===== src/rtl/io_channel_unit_if.sv =====
// Core-facing channel bus, keyboard input and downlink FIFO port of io_channel_unit.
// Downlink handshake: a word transfers on a rising clock edge where dout_valid and dout_ready are both high; dout_data holds steady while dout_valid is high and dout_ready is low.
interface io_channel_unit_if;
   logic [4:0]  IO_write_sel;
   logic [14:0] IO_write_data;
   logic        IO_write_en_F;
   logic [4:0]  IO_read_sel;
   logic [14:0] IO_read_data;
   logic        key_valid;
   logic [4:0]  key_code;
   logic        dout_valid;
   logic [14:0] dout_data;
   logic        dout_ready;

   modport slave (
      input  IO_write_sel, IO_write_data, IO_write_en_F, IO_read_sel,
      input  key_valid, key_code, dout_ready,
      output IO_read_data, dout_valid, dout_data
   );

   modport master (
      output IO_write_sel, IO_write_data, IO_write_en_F, IO_read_sel,
      output key_valid, key_code, dout_ready,
      input  IO_read_data, dout_valid, dout_data
   );
endinterface


===== src/rtl/io_channel_unit.sv =====
// 32-channel IO register file with a TIME counter, a DSKY downlink FIFO,
// a read-only status channel and a single-entry keyboard latch.
module io_channel_unit #(
   parameter int FIFO_DEPTH = 4,
   parameter int TICK_DIV   = 1000
) (
   input logic         clock,
   input logic         reset_n,
   io_channel_unit_if.slave io
);
   localparam int PW = $clog2(FIFO_DEPTH);
   localparam int CW = PW + 1;
   localparam int TW = $clog2(TICK_DIV);

   localparam logic [4:0] CH_TIME = 5'd3;
   localparam logic [4:0] CH_DSKY = 5'd10;
   localparam logic [4:0] CH_STAT = 5'd13;
   localparam logic [4:0] CH_KEY  = 5'd15;

   logic [14:0]   ch [32];
   logic [TW-1:0] presc;
   logic          key_pending;

   logic [14:0]   fifo_mem [FIFO_DEPTH];
   logic [PW-1:0] wr_ptr;
   logic [PW-1:0] rd_ptr;
   logic [CW-1:0] count;
   logic          overflow;

   logic fifo_empty, fifo_full, pop, push_req, push, tick;
   logic wr_time, wr_stat, wr_key;
   logic [14:0] status;

   assign fifo_empty = (count == '0);
   assign fifo_full  = (count == CW'(FIFO_DEPTH));
   assign pop        = !fifo_empty && io.dout_ready;
   assign push_req   = io.IO_write_en_F && (io.IO_write_sel == CH_DSKY);
   // A full FIFO still accepts a push when the head leaves in the same cycle.
   assign push       = push_req && (!fifo_full || pop);
   assign tick       = (presc == TW'(TICK_DIV - 1));

   assign wr_time = io.IO_write_en_F && (io.IO_write_sel == CH_TIME);
   assign wr_stat = io.IO_write_en_F && (io.IO_write_sel == CH_STAT);
   assign wr_key  = io.IO_write_en_F && (io.IO_write_sel == CH_KEY);

   assign status = {11'b0, key_pending, overflow, fifo_full, fifo_empty};

   assign io.IO_read_data = (io.IO_read_sel == CH_STAT) ? status : ch[io.IO_read_sel];
   assign io.dout_valid   = !fifo_empty;
   assign io.dout_data    = fifo_mem[rd_ptr];

   // Channel registers; ch[13] is never written because status is synthesised on read.
   always_ff @(posedge clock or negedge reset_n) begin
      if (!reset_n) begin
         for (int i = 0; i < 32; i++) ch[i] <= '0;
         presc       <= '0;
         key_pending <= 1'b0;
      end else begin
         for (int i = 0; i < 32; i++) begin
            if (io.IO_write_en_F && (io.IO_write_sel == 5'(i)) &&
                (5'(i) != CH_TIME) && (5'(i) != CH_STAT) && (5'(i) != CH_KEY))
               ch[i] <= io.IO_write_data;
         end

         if (wr_time) begin
            ch[CH_TIME] <= io.IO_write_data;
            presc       <= '0;
         end else if (tick) begin
            ch[CH_TIME] <= ch[CH_TIME] + 15'd1;
            presc       <= '0;
         end else begin
            presc <= presc + TW'(1);
         end

         if (wr_key) begin
            ch[CH_KEY]  <= '0;
            key_pending <= 1'b0;
         end else if (io.key_valid && !key_pending) begin
            ch[CH_KEY]  <= {10'b0, io.key_code};
            key_pending <= 1'b1;
         end
      end
   end

   always_ff @(posedge clock or negedge reset_n) begin
      if (!reset_n) begin
         for (int i = 0; i < FIFO_DEPTH; i++) fifo_mem[i] <= '0;
         wr_ptr   <= '0;
         rd_ptr   <= '0;
         count    <= '0;
         overflow <= 1'b0;
      end else begin
         if (push) begin
            fifo_mem[wr_ptr] <= io.IO_write_data;
            wr_ptr           <= wr_ptr + PW'(1);
         end
         if (pop) rd_ptr <= rd_ptr + PW'(1);

         case ({push, pop})
            2'b10:   count <= count + CW'(1);
            2'b01:   count <= count - CW'(1);
            default: count <= count;
         endcase

         // Setting overflow takes priority over a same-cycle clear.
         if (push_req && fifo_full && !pop)
            overflow <= 1'b1;
         else if (wr_stat && io.IO_write_data[2])
            overflow <= 1'b0;
      end
   end
endmodule


===== src/flat_wrapper.sv =====
// flat-port wrapper written by rule: the top's interface ports become plain ports
module io_channel_unit_flat 
#(
   parameter int FIFO_DEPTH = 4,
   parameter int TICK_DIV   = 1000
)
  (clock, reset_n, io_IO_write_sel, io_IO_write_data, io_IO_write_en_F, io_IO_read_sel, io_key_valid, io_key_code, io_dout_ready, io_IO_read_data, io_dout_valid, io_dout_data);
  io_channel_unit_if io_i ();
  input logic clock;
  input logic reset_n;
  input wire logic [$bits(io_i.IO_write_sel)-1:0] io_IO_write_sel;
  input wire logic [$bits(io_i.IO_write_data)-1:0] io_IO_write_data;
  input wire logic [$bits(io_i.IO_write_en_F)-1:0] io_IO_write_en_F;
  input wire logic [$bits(io_i.IO_read_sel)-1:0] io_IO_read_sel;
  input wire logic [$bits(io_i.key_valid)-1:0] io_key_valid;
  input wire logic [$bits(io_i.key_code)-1:0] io_key_code;
  input wire logic [$bits(io_i.dout_ready)-1:0] io_dout_ready;
  output wire logic [$bits(io_i.IO_read_data)-1:0] io_IO_read_data;
  output wire logic [$bits(io_i.dout_valid)-1:0] io_dout_valid;
  output wire logic [$bits(io_i.dout_data)-1:0] io_dout_data;
  assign io_i.IO_write_sel = io_IO_write_sel;
  assign io_i.IO_write_data = io_IO_write_data;
  assign io_i.IO_write_en_F = io_IO_write_en_F;
  assign io_i.IO_read_sel = io_IO_read_sel;
  assign io_i.key_valid = io_key_valid;
  assign io_i.key_code = io_key_code;
  assign io_i.dout_ready = io_dout_ready;
  assign io_IO_read_data = io_i.IO_read_data;
  assign io_dout_valid = io_i.dout_valid;
  assign io_dout_data = io_i.dout_data;
  io_channel_unit #(.FIFO_DEPTH(FIFO_DEPTH), .TICK_DIV(TICK_DIV)) u_core (.clock(clock), .reset_n(reset_n), .io(io_i));
endmodule

===== config.mk =====
export PLATFORM = sky130hd
export DESIGN_NAME = io_channel_unit_flat
export DESIGN_NICKNAME = d
export VERILOG_FILES = /design/src/rtl/io_channel_unit_if.sv /design/src/rtl/io_channel_unit.sv /design/src/flat_wrapper.sv
export SDC_FILE = /design/constraint.sdc
export NUM_CORES = 1
export LEC_CHECK = 0
export CELL_PAD_IN_SITES_DETAIL_PLACEMENT = 1
export CELL_PAD_IN_SITES_GLOBAL_PLACEMENT = 1
export CORE_MARGIN = 4
export CORE_UTILIZATION = 50
export CTS_BUF_LIST = sky130_fd_sc_hd__clkbuf_2
export DETAILED_ROUTE_END_ITERATION = 8
export PLACE_DENSITY_LB_ADDON = 0.08
export SYNTH_ARGS = -nofsm -noshare
export SYNTH_HDL_FRONTEND = slang
export SYNTH_SLANG_ARGS = --single-unit

===== constraint.sdc =====
create_clock -name clock -period 3.8 [get_ports clock]
set_input_delay 0.76 -clock clock [delete_from_list [all_inputs] [get_ports clock]]
set_output_delay 0.76 -clock clock [all_outputs]
set_load 0.05 [all_outputs]

# Word level (Yosys, flattened, before mapping)
# Cells that the tools add are included.
[classes] addsub=6 n_lt_le_gt_ge=4 n_eq_ne=36 muxes=21 bitwise=3 reduce_logical=50
[op_table] operator="two-way mux 15 bit" n=10
[op_table] operator="== test 5 bit (second input constant)" n=16
[op_table] operator="binary-select mux 15 bit (select 5 bit)" n=1
[op_table] operator="bitwise mux 60 bit" n=1
[op_table] operator="== test 5 x 4 -> 1 bit (second input constant)" n=9
[op_table] operator="logical AND 1 bit" n=39
[op_table] operator="binary-select mux 15 bit (select 2 bit)" n=1
[op_table] operator="demux 15 bit (select 2 bit)" n=1
[op_table] operator="== test 5 x 3 -> 1 bit (second input constant)" n=4
[op_table] operator="two-way mux 10 bit" n=2
[op_table] operator="adder 15 x 1 -> 15 bit (second input constant)" n=1
[op_table] operator="adder 10 x 1 -> 10 bit (second input constant)" n=1
[op_table] operator="== test 10 bit (second input constant)" n=1
[op_table] operator="== test 5 x 2 -> 1 bit (second input constant)" n=2
[op_table] operator="nonzero test 2 bit" n=4
[op_table] operator="greater-or-equal comparator 3 bit (second input constant)" n=2
[op_table] operator="greater-or-equal comparator 6 bit (second input constant)" n=1
[op_table] operator="NOT 2 -> 3 bit" n=2
[op_table] operator="NOT 5 -> 6 bit" n=1
[op_table] operator="one-hot mux 3 bit (2 select lines)" n=1
[op_table] operator="== test 5 x 1 -> 1 bit (second input constant)" n=1
[op_table] operator="zero test 5 bit" n=1
[op_table] operator="adder 2 x 1 -> 2 bit (second input constant)" n=2
[op_table] operator="zero test 1 bit" n=4
[op_table] operator="other kinds (9)" n=12
[word_totals] regBits=544 input_bits=35 output_inout_bits=31 word_cells=161

# Logic depth before layout (Yosys ltp)
# Gate-level depths: netlist of the first run.
[logic_depth] ltp_word=7 depth_mapped=12 mapped_depth_nobuf=10

# Worst setup path before layout of the first run
# Ideal clock, no wire load.
[synth_path] path_type="input-to-output" from="input io_IO_read_sel[2]" to="output io_IO_read_data[13]" arrival_ps=2714 setup_slack_ps=326 path_stages=7 cell_sequence="buf_2 -> buf_2 -> buf_2 -> mux4_2 -> mux2_2 -> nand2_1 -> a31oi_1"
[synth_between] elab_chain_cells=5
[synth_rtl] element="start, declared" line="flat_wrapper.sv:14" rtl="input wire logic [$bits(io_i.IO_read_sel)-1:0] io_IO_read_sel;"
[synth_rtl] element="NOT 5 -> 6 bit (implied by the code)" line="io_channel_unit.sv:48" rtl="assign io.IO_read_data = (io.IO_read_sel == CH_STAT) ? status : ch[io.IO_read_sel];"
[synth_rtl] element="binary-select mux 15 bit (select 5 bit)" line="io_channel_unit.sv:48"
[synth_rtl] element="two-way mux 15 bit (implied by the code) (2 in a row)" line="io_channel_unit.sv:48"
[synth_rtl] element="two-way mux 15 bit (*)" line="io_channel_unit.sv:48"
[synth_rtl] element="end, declared" line="flat_wrapper.sv:18" rtl="output wire logic [$bits(io_i.IO_read_data)-1:0] io_IO_read_data;"
# Mark *: on every way between the ends. The rest lies on a longest branch, timed or not. The select of a mux whose other input is x is not followed.

# Final worst setup path of the first run
[layout_path] from="register u_core.ch[422] (netlist bit)" to="output io_IO_read_data[2]"
[layout_between] elab_chain_cells=4
[layout_rtl] element="start, declared" line="io_channel_unit.sv:20" rtl="logic [14:0] ch [32];"
[layout_rtl] element="start signal, assigned by index" line="io_channel_unit.sv:62" rtl="ch[i] <= io.IO_write_data;"
[layout_rtl] element="start signal, assigned by index" line="io_channel_unit.sv:66" rtl="ch[CH_TIME] <= io.IO_write_data;"
[layout_rtl] element="start signal, assigned by index" line="io_channel_unit.sv:69" rtl="ch[CH_TIME] <= ch[CH_TIME] + 15'd1;"
[layout_rtl] element="binary-select mux 15 bit (select 5 bit)" line="io_channel_unit.sv:48"
[layout_rtl] element="two-way mux 15 bit (implied by the code) (2 in a row)" line="io_channel_unit.sv:48"
[layout_rtl] element="two-way mux 15 bit" line="io_channel_unit.sv:48"
# Every way passes these cells. The select of a mux whose other input is x is not followed.

==> summary.md, run 1 <==
| Metric | Value |
|---|---|
| Clock transition at path regs | `90 ps` |
| First-pass GRT wire length | `~100 mm` |
| Vias in the first global route | `16,768` |
| Num rows | `~80` |
| Largest net degree at the start of global routing | `94` |
| GRT Overall Usage | `24.7%` |
| CTS tree | `yes` |
| Final wirelength | `about 63 mm` |
| Synth top area cells | `dfrtp_1 (54%), mux2_2 (22%), mux4_2 (11%), mux2_1 (1.8%), buf_2 (1.1%)` |
| Synth top area share | `around 54%` |
| CP endpoint kind | `output port` |
| Initial antenna violation count | `2` |
| I/O Buffers | `65` |
| Hpwl dp | `between 40 and 50 mm` |
| Max_cap viols | `0` |
| Violated checks | `negative setup slack` |
| Count leader, synth | `dfrtp_1` |
| Final GP Congestion | `0.782` |
| Effective utilization at floorplan | `50.6%` |
| Setup violators final | `3` |
| WL per Instance | `approximately 25 um` |
| Vias | `between 10,000 and 15,000` |
| CP required | `around 3000 ps` |
| # clock sinks | `about 530` |
| Critical path arrival | `3200 ps` |
| Slew HR | `between 10 and 15%` |
| Layout Nets | `around 1,900` |
| Share of layout cells above drive strength 1 | `53.1%` |
| Worst skew pair latency | `roughly 1300 ps` |
| EDFF count, synth | `0` |
| Setup TNS | `-309 ps` |
| DR vias/cell | `around 5.8` |
| Post-synth top flop | `dfrtp_1` |
| Fin crit share | `104%` |
| Num CTS Buffers | `roughly 150` |
| GRT overflow | `0` |
| Asr flop ratio synth | `100%` |
| P&R area growth vs syn | `14.0%` |
| Die width | `between 200 and 250 um` |
| Worst vdd ir | `0.300 mV` |
| Drt first pass iters | `5` |
| IO Pins | `66` |
| CTS root buf | `clkbuf_2` |
| Leakage | `~13 nW` |
| Synthesized Nets | `between 1,500 and 2,000` |
| Crit Path Max Fanout | `2` |
| Run status | `complete, but fails checks` |
| Area leader, netlist | `dfrtp_1` |
| Synth top cells by count | `dfrtp_1 (534), mux2_2 (482), mux4_2 (125), clkbuf_1 (71)` |
| 1st-iter DRT viols | `740` |
| Core area | `49,000 um2` |
| Cell Area, Synth | `between 20,000 and 25,000 um2` |
| PnR worst setup slack | `-163 ps` |
| CTS max path bufs | `3` |
| Final Hold Viols | `0` |
| H-tree Lvls | `4` |
| Syn_area_per_cell | `approximately 15 um2` |
| Max Fclk | `0.252 GHz` |
| Yosys warnings | `15` |
| Actual slew at the worst max-slew pin | `between 1000 and 1500 ps` |
| Fillers | `approximately 4,700` |
| Gate Count Post-Synth | `roughly 1,600` |
| Post-route minimum period | `slightly below 4000 ps` |
| Power Dens Cells | `around 530 nW/um2` |
| Die Span Y | `230 um` |
| Sequential area share after synthesis | `54.0%` |
| Routed Antenna Nets | `0` |
| Fin util | `just under 60%` |
| Clk_skew | `76.0 ps` |
| Post-synthesis register bit count | `about 530` |
| Class of the worst hold path | `input pin to asynchronous set/reset pin` |
| Die area | `53,100 um2` |
| RSZ-0062 raised after global routing | `true` |
| Max Transition Viols Final | `0` |
| Synth unique cells | `52` |
| DRC violations left | `0` |
| Critical path class | `register to output port` |
| Worst setup SP type | `register` |
## final cells by class
type / count / area (um2) / share of cell area [%]
Tap cell: 664 / 831 / 2.94
Multi-Input combinational cell: 953 / 10900 / 38.7
Sequential cell: 534 / 13400 / 47.4
Timing Repair Buffer: 175 / 1750 / 6.21
Clock buffer: 205 / 1030 / 3.64
Antenna cell: 2 / 5.00 / 0.0177
Inverter: 9 / 33.8 / 0.120
Clock inverter: 36 / 294 / 1.04
## routing by layer
metal / track usage (%) / up-vias / part of all wire, %
met2: 40.0 / 271 / 49
met5: 0 / - / 0
met1: 33.7 / 8080 / 45
li1: - / 6479 / -
met4: 8.41 / 0 / 2.1
met3: 5.02 / 85 / 3.6
## worst paths after layout
kind	start	endpoint	slack, ps	cells past startpoint
hold / removal	reset_n	u_core.fifo_mem[50]	220	3
setup / recovery	u_core.ch[422]	io_IO_read_data[2]	-160	5
max in group asynchronous	reset_n	u_core.ch[22]	3050	3
hold reg to reg	u_core.presc[0]	u_core.presc[0]	490	1
setup reg to reg	u_core.count[0]	u_core.count[2]	980	10
min in group clock	io_dout_ready	u_core.rd_ptr[0]	310	3
## logic make-up after synthesis
| logic type | Yosys count | share of synthesized area, % |
|---|---|---|
| AOI/OAI and AO/OA | 75 | 1.95 |
| xor gates and xnor gates | 28 | 0.991 |
| adders and majority gates | 8 | 0.435 |
| buffers and inverters | 149 | 2.88 |
| DFF | 534 | 54.0 |
| muxes | 672 | 36.2 |
| and+or+nand+nor | 170 | 3.56 |
## sequential cells by signal (all words and copies together), names as in the netlist
register and count:
u_core.presc 10, u_core.wr_ptr 2, u_core.rd_ptr 2, u_core.overflow 1, u_core.ch 455, u_core.count 3, u_core.fifo_mem 60, u_core.key_pending 1
## where the power goes
| part | internal [W] | switching (W) | total, W |
|---|---|---|---|
| Combinational | 0.00185 | 0.00159 | 0.00343 |
| Sequential | 0.00680 | 0.000628 | 0.00743 |
| Clock | 0.00184 | 0.00236 | 0.00420 |
| Total | 0.0105 | 0.00457 | 0.0151 |
## worst max-delay path, stage by stage, from the launching register on
cell and delay [ps]:
dfrtp_2 440, mux4_4 600, mux4_2 480, o22ai_2 150
a31oi_1 80, buf_4 210
## layout by cell type, fill, tap and decap left out, types with 7 or more instances in the layout
master and instances:
clkdlybuf4s15_2 10, inv_1 8, nand3_1 10, buf_12 19
nand2_1 41, buf_4 86, xnor2_1 11, a21o_1 9
mux2i_1 22, buf_6 14, a211oi_2 8, clkbuf_2 205
clkdlybuf4s50_1 28, clkinv_1 24, mux2_2 475, dlygate4sd3_1 7
o21ai_0 20, mux2_1 40, ha_1 7, a21oi_2 11
mux2_4 7, a221oi_1 7, nor3_1 12, xor2_1 17
nand4_1 7, mux4_2 125, nor2_1 52, dfrtp_1 532
and3_1 8
## through the flow
step	instances	area, um2	hold slack (ps)	total power (W)	setup WS [ps]
6_report	2578	28200	224	0.0151	-163
5_1_grt	2578	28200	140	0.0160	-333
4_1_cts	2574	28200	28.7	0.0153	-375
3_5_place_dp	2312	26400	476	0.0108	227
3_3_place_gp	2312	26400	464	0.0107	268
2_1_floorplan	1636	24800	447	0.00974	326
## repair_timing
action | CTS | global route
endpoints found under the hold margin | 540 | 0
gates resized for setup | 112 | 4
cloned | 0 | 0
setup endpoints to repair | 31 | 14
hold buffers | 8 | 0
setup buffers | 13 | 2
pin swaps | 15 | 1
Note: power is estimated with default switching activity, not from simulation.
==> run 2: changes to the inputs <==
- DONT_BUFFER_PORTS: not set -> 1
==> run 2 against run 1 <==
  * The run ends with negative hold slack, max-slew violations, negative setup slack left
  * Fmax is 0.41% lower
  * Hold slack lost 1100 ps
  * Critical endpoint unchanged
  * Via count down 1.5%
  * Highest routed layer is now met5
  * Count of clock-buffer cells in the layout up 14
  * Core utilization fell by 0.75 points
  * Die area unchanged
  * Worst setup slack got worse by 16 ps
  * Clock power fell by 1%
==> summary.md, run 2 (synthesized netlist as in run 1, its figures left out) <==
| Metric | Value |
|---|---|
| Run status | `complete, but fails checks` |
| Violated checks | `negative hold slack, max-slew violations, negative setup slack` |
| P&R area growth vs syn | `12.5%` |
| Final GP Congestion | `about 0.73` |
| Drt first pass iters | `5` |
| Worst R2R Setup Slack | `between 1000 and 1500 ps` |
| Actual slew at the worst max-slew pin | `around 1800 ps` |
| Worst R2R Path Depth | `10` |
| RSZ-0062 raised after global routing | `true` |
| DP Area | `25,200 um2` |
| First-pass GRT wire length | `99.3 mm` |
| Hold_ws | `-835 ps` |
| Hpwl dp | `about 35 mm` |
| 1st-iter DRT viols | `about 830` |
| Clk_skew | `roughly 69 ps` |
| Worst skew pair latency | `about 1300 ps` |
| Class of the worst hold path | `input pin to asynchronous set/reset pin` |
| CTS root buf | `clkbuf_2` |
| Max Fclk | `around 0.25 GHz` |
| Slew HR | `-19.4%` |
| Effective utilization at floorplan | `between 50% and 60%` |
| Leakage | `roughly 13 nW` |
| Crit path max-delay family | `multiplexers` |
| Inst Count DP | `~2,200` |
| # clock sinks | `~530` |
| Routed Antenna Nets | `0` |
| H-tree Lvls | `4` |
| Worst setup SP type | `register` |
| Largest net degree at the start of global routing | `535` |
| Final instance area | `27,800 um2` |
| R2R Path Start | `u_core.count[1]` |
| CTS tree | `yes` |
| Most frequent cells in the layout | `dfrtp_1 (526), mux2_2 (472), clkbuf_2 (219)` |
| Share of layout cells above drive strength 1 | `between 50% and 60%` |
| Final Hold Viols | `between 500 and 600` |
| Clock transition at path regs | `approximately 100 ps` |
| CP required | `roughly 3000 ps` |
| Vias in the first global route | `~16,000` |
| DRC violations left | `0` |
| Critical Path, Cell by Cell | `mux4_4 -> mux4_2 -> o22ai_2 -> a31oi_2 -> buf_6` |
| Layout Nets | `1,811` |
| Die area | `about 53,000 um2` |
| Critical path arrival | `roughly 3200 ps` |
| PnR worst setup slack | `-180 ps` |
| GRT overflow | `0` |
| Max Transition Viols Final | `319` |
| Total power | `0.0147 W` |
| Worst path max stage delay | `~580 ps` |
| CP endpoint kind | `output port` |
| DR vias/cell | `between 5 and 6` |
| Most common cell after layout, fill and taps aside | `dfrtp_1` |
| Largest registers | `u_core.ch x455, u_core.fifo_mem x60, u_core.presc x10` |
| WL per Instance | `~25 um` |
| Num rows | `81` |
| GRT Overall Usage | `approximately 25%` |
| IO Pins | `between 60 and 70` |
| Levels on crit path | `5` |
| CTS max path bufs | `3` |
| Crit Path Max Fanout | `2` |
| Final wirelength | `roughly 63 mm` |
| Post-route minimum period | `approximately 4000 ps` |
| Setup crit start | `u_core.ch[422]` |
| Setup violators final | `6` |
| Power Dens Cells | `about 530 nW/um2` |
| Critical path's slowest cell | `mux4_4` |
| Max_cap viols | `0` |
| Fin crit share | `105%` |
| Critical path class | `register to output port` |
| Reg-to-Reg End | `u_core.count[2]` |
| Vias | `between 10,000 and 15,000` |
| Max reg flops | `455` |
| Reg area | `between 10,000 and 15,000 um2` |
| Fillers | `about 4,700` |
| Area taken by multi-input logic gates | `about 11,000 um2` |
| Die Span Y | `roughly 230 um` |
| Register with the highest flop count | `u_core.ch` |
| Non-filler cells, final | `around 2,500` |
| Cts-stage hold buffer count | `slightly below 70` |
| Capture point of the worst path | `io_IO_read_data[2]` |
| Worst path bufs/invs | `1` |
| Die width | `between 200 and 250 um` |
| I/O Buffers | `0` |
| Initial antenna violation count | `6` |
| Num CTS Buffers | `roughly 150` |
| Core area | `49,000 um2` |
| Worst vdd ir | `roughly 0.27 mV` |
[run 2: changes by cell type in the layout (fill, tap and decap cells not counted), sizes merged, moves of 8 or more]
| cell | delta |
|---|---|
| clkbuf | +14 |
| buf | -56 |
| dlygate4sd3 | +46 |
| clkdlybuf4s15 | -10 |
| diode | +8 |
| clkdlybuf4s50 | -28 |
[run 2: cell type report]
class | instances | share of cell area (%)
Timing Repair Buffer | 125 | 4.71
Antenna cell | 10 | 0.0899
Tap cell | 664 | 2.98
Clock buffer | 219 | 3.94
Inverter | 9 | 0.121
Sequential cell | 534 | 48.0
Clock inverter | 33 | 0.746
Multi-Input combinational cell | 953 | 39.4
[run 2: what timing repair did]
| action | in CTS | in global routing |
|---|---|---|
| buffers inserted | 11 | 5 |
| pin swaps | 19 | 2 |
| hold endpoints to repair | 1068 | 534 |
| resized for setup | 63 | 12 |
| gates cloned | 0 | 0 |
| setup endpoints to repair | 15 | 15 |
[run 2: through the flow]
step / setup TNS [ps] / worst slack (ps) / util (%)
global route: -2920 / -403 / 56.9
floorplan: 0 / 326 / -
finish: -503 / -180 / 56.9
CTS: -2090 / -367 / 56.6
global placement: 0 / 559 / 51.5
detailed placement: 0 / 569 / 51.5
[run 2: routing by layer]
metal | wire length [um] | vias up | global-route usage [%]
li1 | - | 6376 | -
met1 | 28200 | 7893 | 33.4
met2 | 30700 | 308 | 39.6
met3 | 2790 | 104 | 5.63
met4 | 1260 | 6 | 7.96
met5 | 45 | - | 0
[run 2: worst min-delay path by stage]
stage	to	cells past startpoint	slack, ps	startpoint
detailed placement	u_core.fifo_mem[33]	0	480	reset_n
global route	u_core.rd_ptr[1]	0	-1020	reset_n
global placement	u_core.count[2]	1	460	u_core.count[2]
CTS	u_core.fifo_mem[59]	0	-1020	reset_n
finish	u_core.rd_ptr[1]	0	-840	reset_n
floorplan	u_core.count[2]	1	450	u_core.count[2]
[run 2: where the power goes]
group	internal, W	total [W]	switching [W]
Clock	0.00172	0.00414	0.00242
Combinational	0.00180	0.00312	0.00132
Sequential	0.00680	0.00746	0.000660
Total	0.0103	0.0147	0.00439
==> run 3: changes to the inputs <==
- CTS_BUF_LIST: sky130_fd_sc_hd__clkbuf_2 -> not set
- clock period: 3.8 -> 4.44 ns (I/O delays scaled with it)
==> run 3 against run 2 <==
  * The flow now finishes without violations
  * Combinational power shrank 26%
  * Core utilization shrank 1.4 points
  * Sequential share of layout area grew 1.1 points
  * Clock skew shrank 60 ps
==> summary.md, run 3 (synthesized netlist as in run 1, its figures left out) <==
| Metric | Value |
|---|---|
| Critical path class | `input pin to output port` |
| # clock sinks | `about 530` |
| Critical Path, Cell by Cell | `mux4_2 -> mux2_2 -> a211oi_1 -> a31oi_1 -> buf_4` |
| Critical path's slowest cell | `a211oi_1` |
| Clock transition at path regs | `~60 ps` |
| Register with the highest flop count | `u_core.ch` |
| DRC violations left | `0` |
| Max reg flops | `455` |
| Num CTS Buffers | `57` |
| CP endpoint kind | `output port` |
| Slew HR | `around a quarter` |
| PnR worst setup slack | `a little under 900 ps` |
| Worst path max stage delay | `roughly 550 ps` |
| 1st-iter DRT viols | `approximately 790` |
| Worst path bufs/invs | `1` |
| Crit path max-delay family | `multiplexers` |
| CTS tree | `yes` |
| Run status | `finished, final reports clean` |
| Effective utilization at floorplan | `between 50% and 60%` |
| Clk_skew | `about 9 ps` |
| H-tree Lvls | `2` |
| DR vias/cell | `between 5 and 6` |
| Dpl ws | `around 960 ps` |
| Class of the worst hold path | `input pin to asynchronous set/reset pin` |
| Most frequent cells in the layout | `dfrtp_1 (534), mux2_2 (482), mux4_2 (125)` |
| Most common cell after layout, fill and taps aside | `dfrtp_1` |
| Final wirelength | `between 60 and 70 mm` |
| Layout Nets | `~1,600` |
| Reg area | `~13,000 um2` |
| Crit Path Max Fanout | `roughly 110` |
| Actual slew at the worst max-slew pin | `about 1100 ps` |
| Post-route minimum period | `3560 ps` |
| ANT cells | `0` |
| Largest net degree at the start of global routing | `between 500 and 600` |
| Routed Antenna Nets | `0` |
| GRT Overall Usage | `roughly a quarter` |
| Die width | `about 230 um` |
| CTS max path bufs | `3` |
| Critical path arrival | `around 2700 ps` |
| Drt first pass iters | `4` |
| Vias | `~14,000` |
| Area taken by multi-input logic gates | `10,700 um2` |
| Vias in the first global route | `15,261` |
| Cts repair resizes | `0` |
| Final Hold Viols | `0` |
| Die Span Y | `between 200 and 250 um` |
| IO Pins | `between 60 and 70` |
| CTS root buf | `clkbuf_16` |
| Fin crit share | `80.3%` |
| Hold_ws | `roughly 50 ps` |
| Largest registers | `u_core.ch x455, u_core.fifo_mem x60, u_core.presc x10` |
| Setup violators final | `0` |
| Core area | `approximately 49,000 um2` |
| Setup TNS | `0 ps` |
| WL per Instance | `26.5 um` |
| Worst vdd ir | `between 0.4 and 0.5 mV` |
| Hpwl dp | `approximately 35 mm` |
| Final GP Congestion | `0.709` |
| Share of layout cells above drive strength 1 | `roughly 46%` |
| Post-CTS setup buffers | `0` |
| P&R area growth vs syn | `9.83%` |
| CP required | `3550 ps` |
| Max Transition Viols Final | `0` |
| Max_cap viols | `0` |
| Power Dens Cells | `approximately 500 nW/um2` |
| Die area | `53,100 um2` |
| Fillers | `4,579` |
| Worst setup SP type | `input pin` |
| First-pass GRT wire length | `95.0 mm` |
| I/O Buffers | `0` |
| Worst R2R Setup Slack | `between 1500 and 2000 ps` |
| Worst skew pair latency | `590 ps` |
| Num rows | `slightly above 80` |
| Leakage | `around 12 nW` |
| RSZ-0062 raised after global routing | `false` |
| Initial antenna violation count | `2` |
| Max Fclk | `0.281 GHz` |
| GRT overflow | `0` |
run 3: cell types whose count changed in the layout (fill, tap and decap cells not counted), sizes merged:
cell         change
clkinv           -5
buf             -34
bufinv           +3
dlygate4sd3     -51
clkbuf         -141
clkinvlp         -1
diode           -10
inv              -8
run 3: worst paths after layout:
kind | from | to | cells after the start
max reg2reg | u_core.count[0] | u_core.count[2] | 10
min in group clock | io_key_valid | u_core.key_pending | 2
min reg2reg | u_core.presc[0] | u_core.presc[0] | 1
max | io_IO_read_sel[0] | io_IO_read_data[13] | 5
max in group asynchronous | reset_n | u_core.fifo_mem[31] | 1
min | reset_n | u_core.fifo_mem[19] | 0
run 3: final cells by class:
class	instances	share of cell area, %
clock buffers	78	6.05
clock inverters	22	0.999
inverters	9	0.124
multi-input cells	953	39.3
flip-flops and latches	534	49.2
well taps	664	3.06
repair buffers	40	1.27
run 3: where the power goes:
group          internal (W)  total [W]  switching [W]
logic               0.00136    0.00230       0.000942
clock network       0.00292    0.00489        0.00197
registers           0.00583    0.00644       0.000613
total                0.0101     0.0136        0.00352
run 3: through the flow:
step           utilization (%)  std cells  power (W)  area [um2]
2_1_floorplan                -       1636    0.00833       24800
4_1_cts                   55.4       2296     0.0138       27100
5_1_grt                   55.5       2300     0.0143       27200
3_3_place_gp              51.5       2196    0.00865       25200
6_report                  55.5       2300     0.0136       27200
3_5_place_dp              51.5       2196    0.00880       25200
run 3: layer usage:
metal	global-route usage, %	routed length (um)	vias to the layer above
met5	0	0	-
met4	4.25	954	0
met3	3.84	2430	70
met2	39.0	30100	216
met1	32.7	27500	7519
li1	-	-	5946
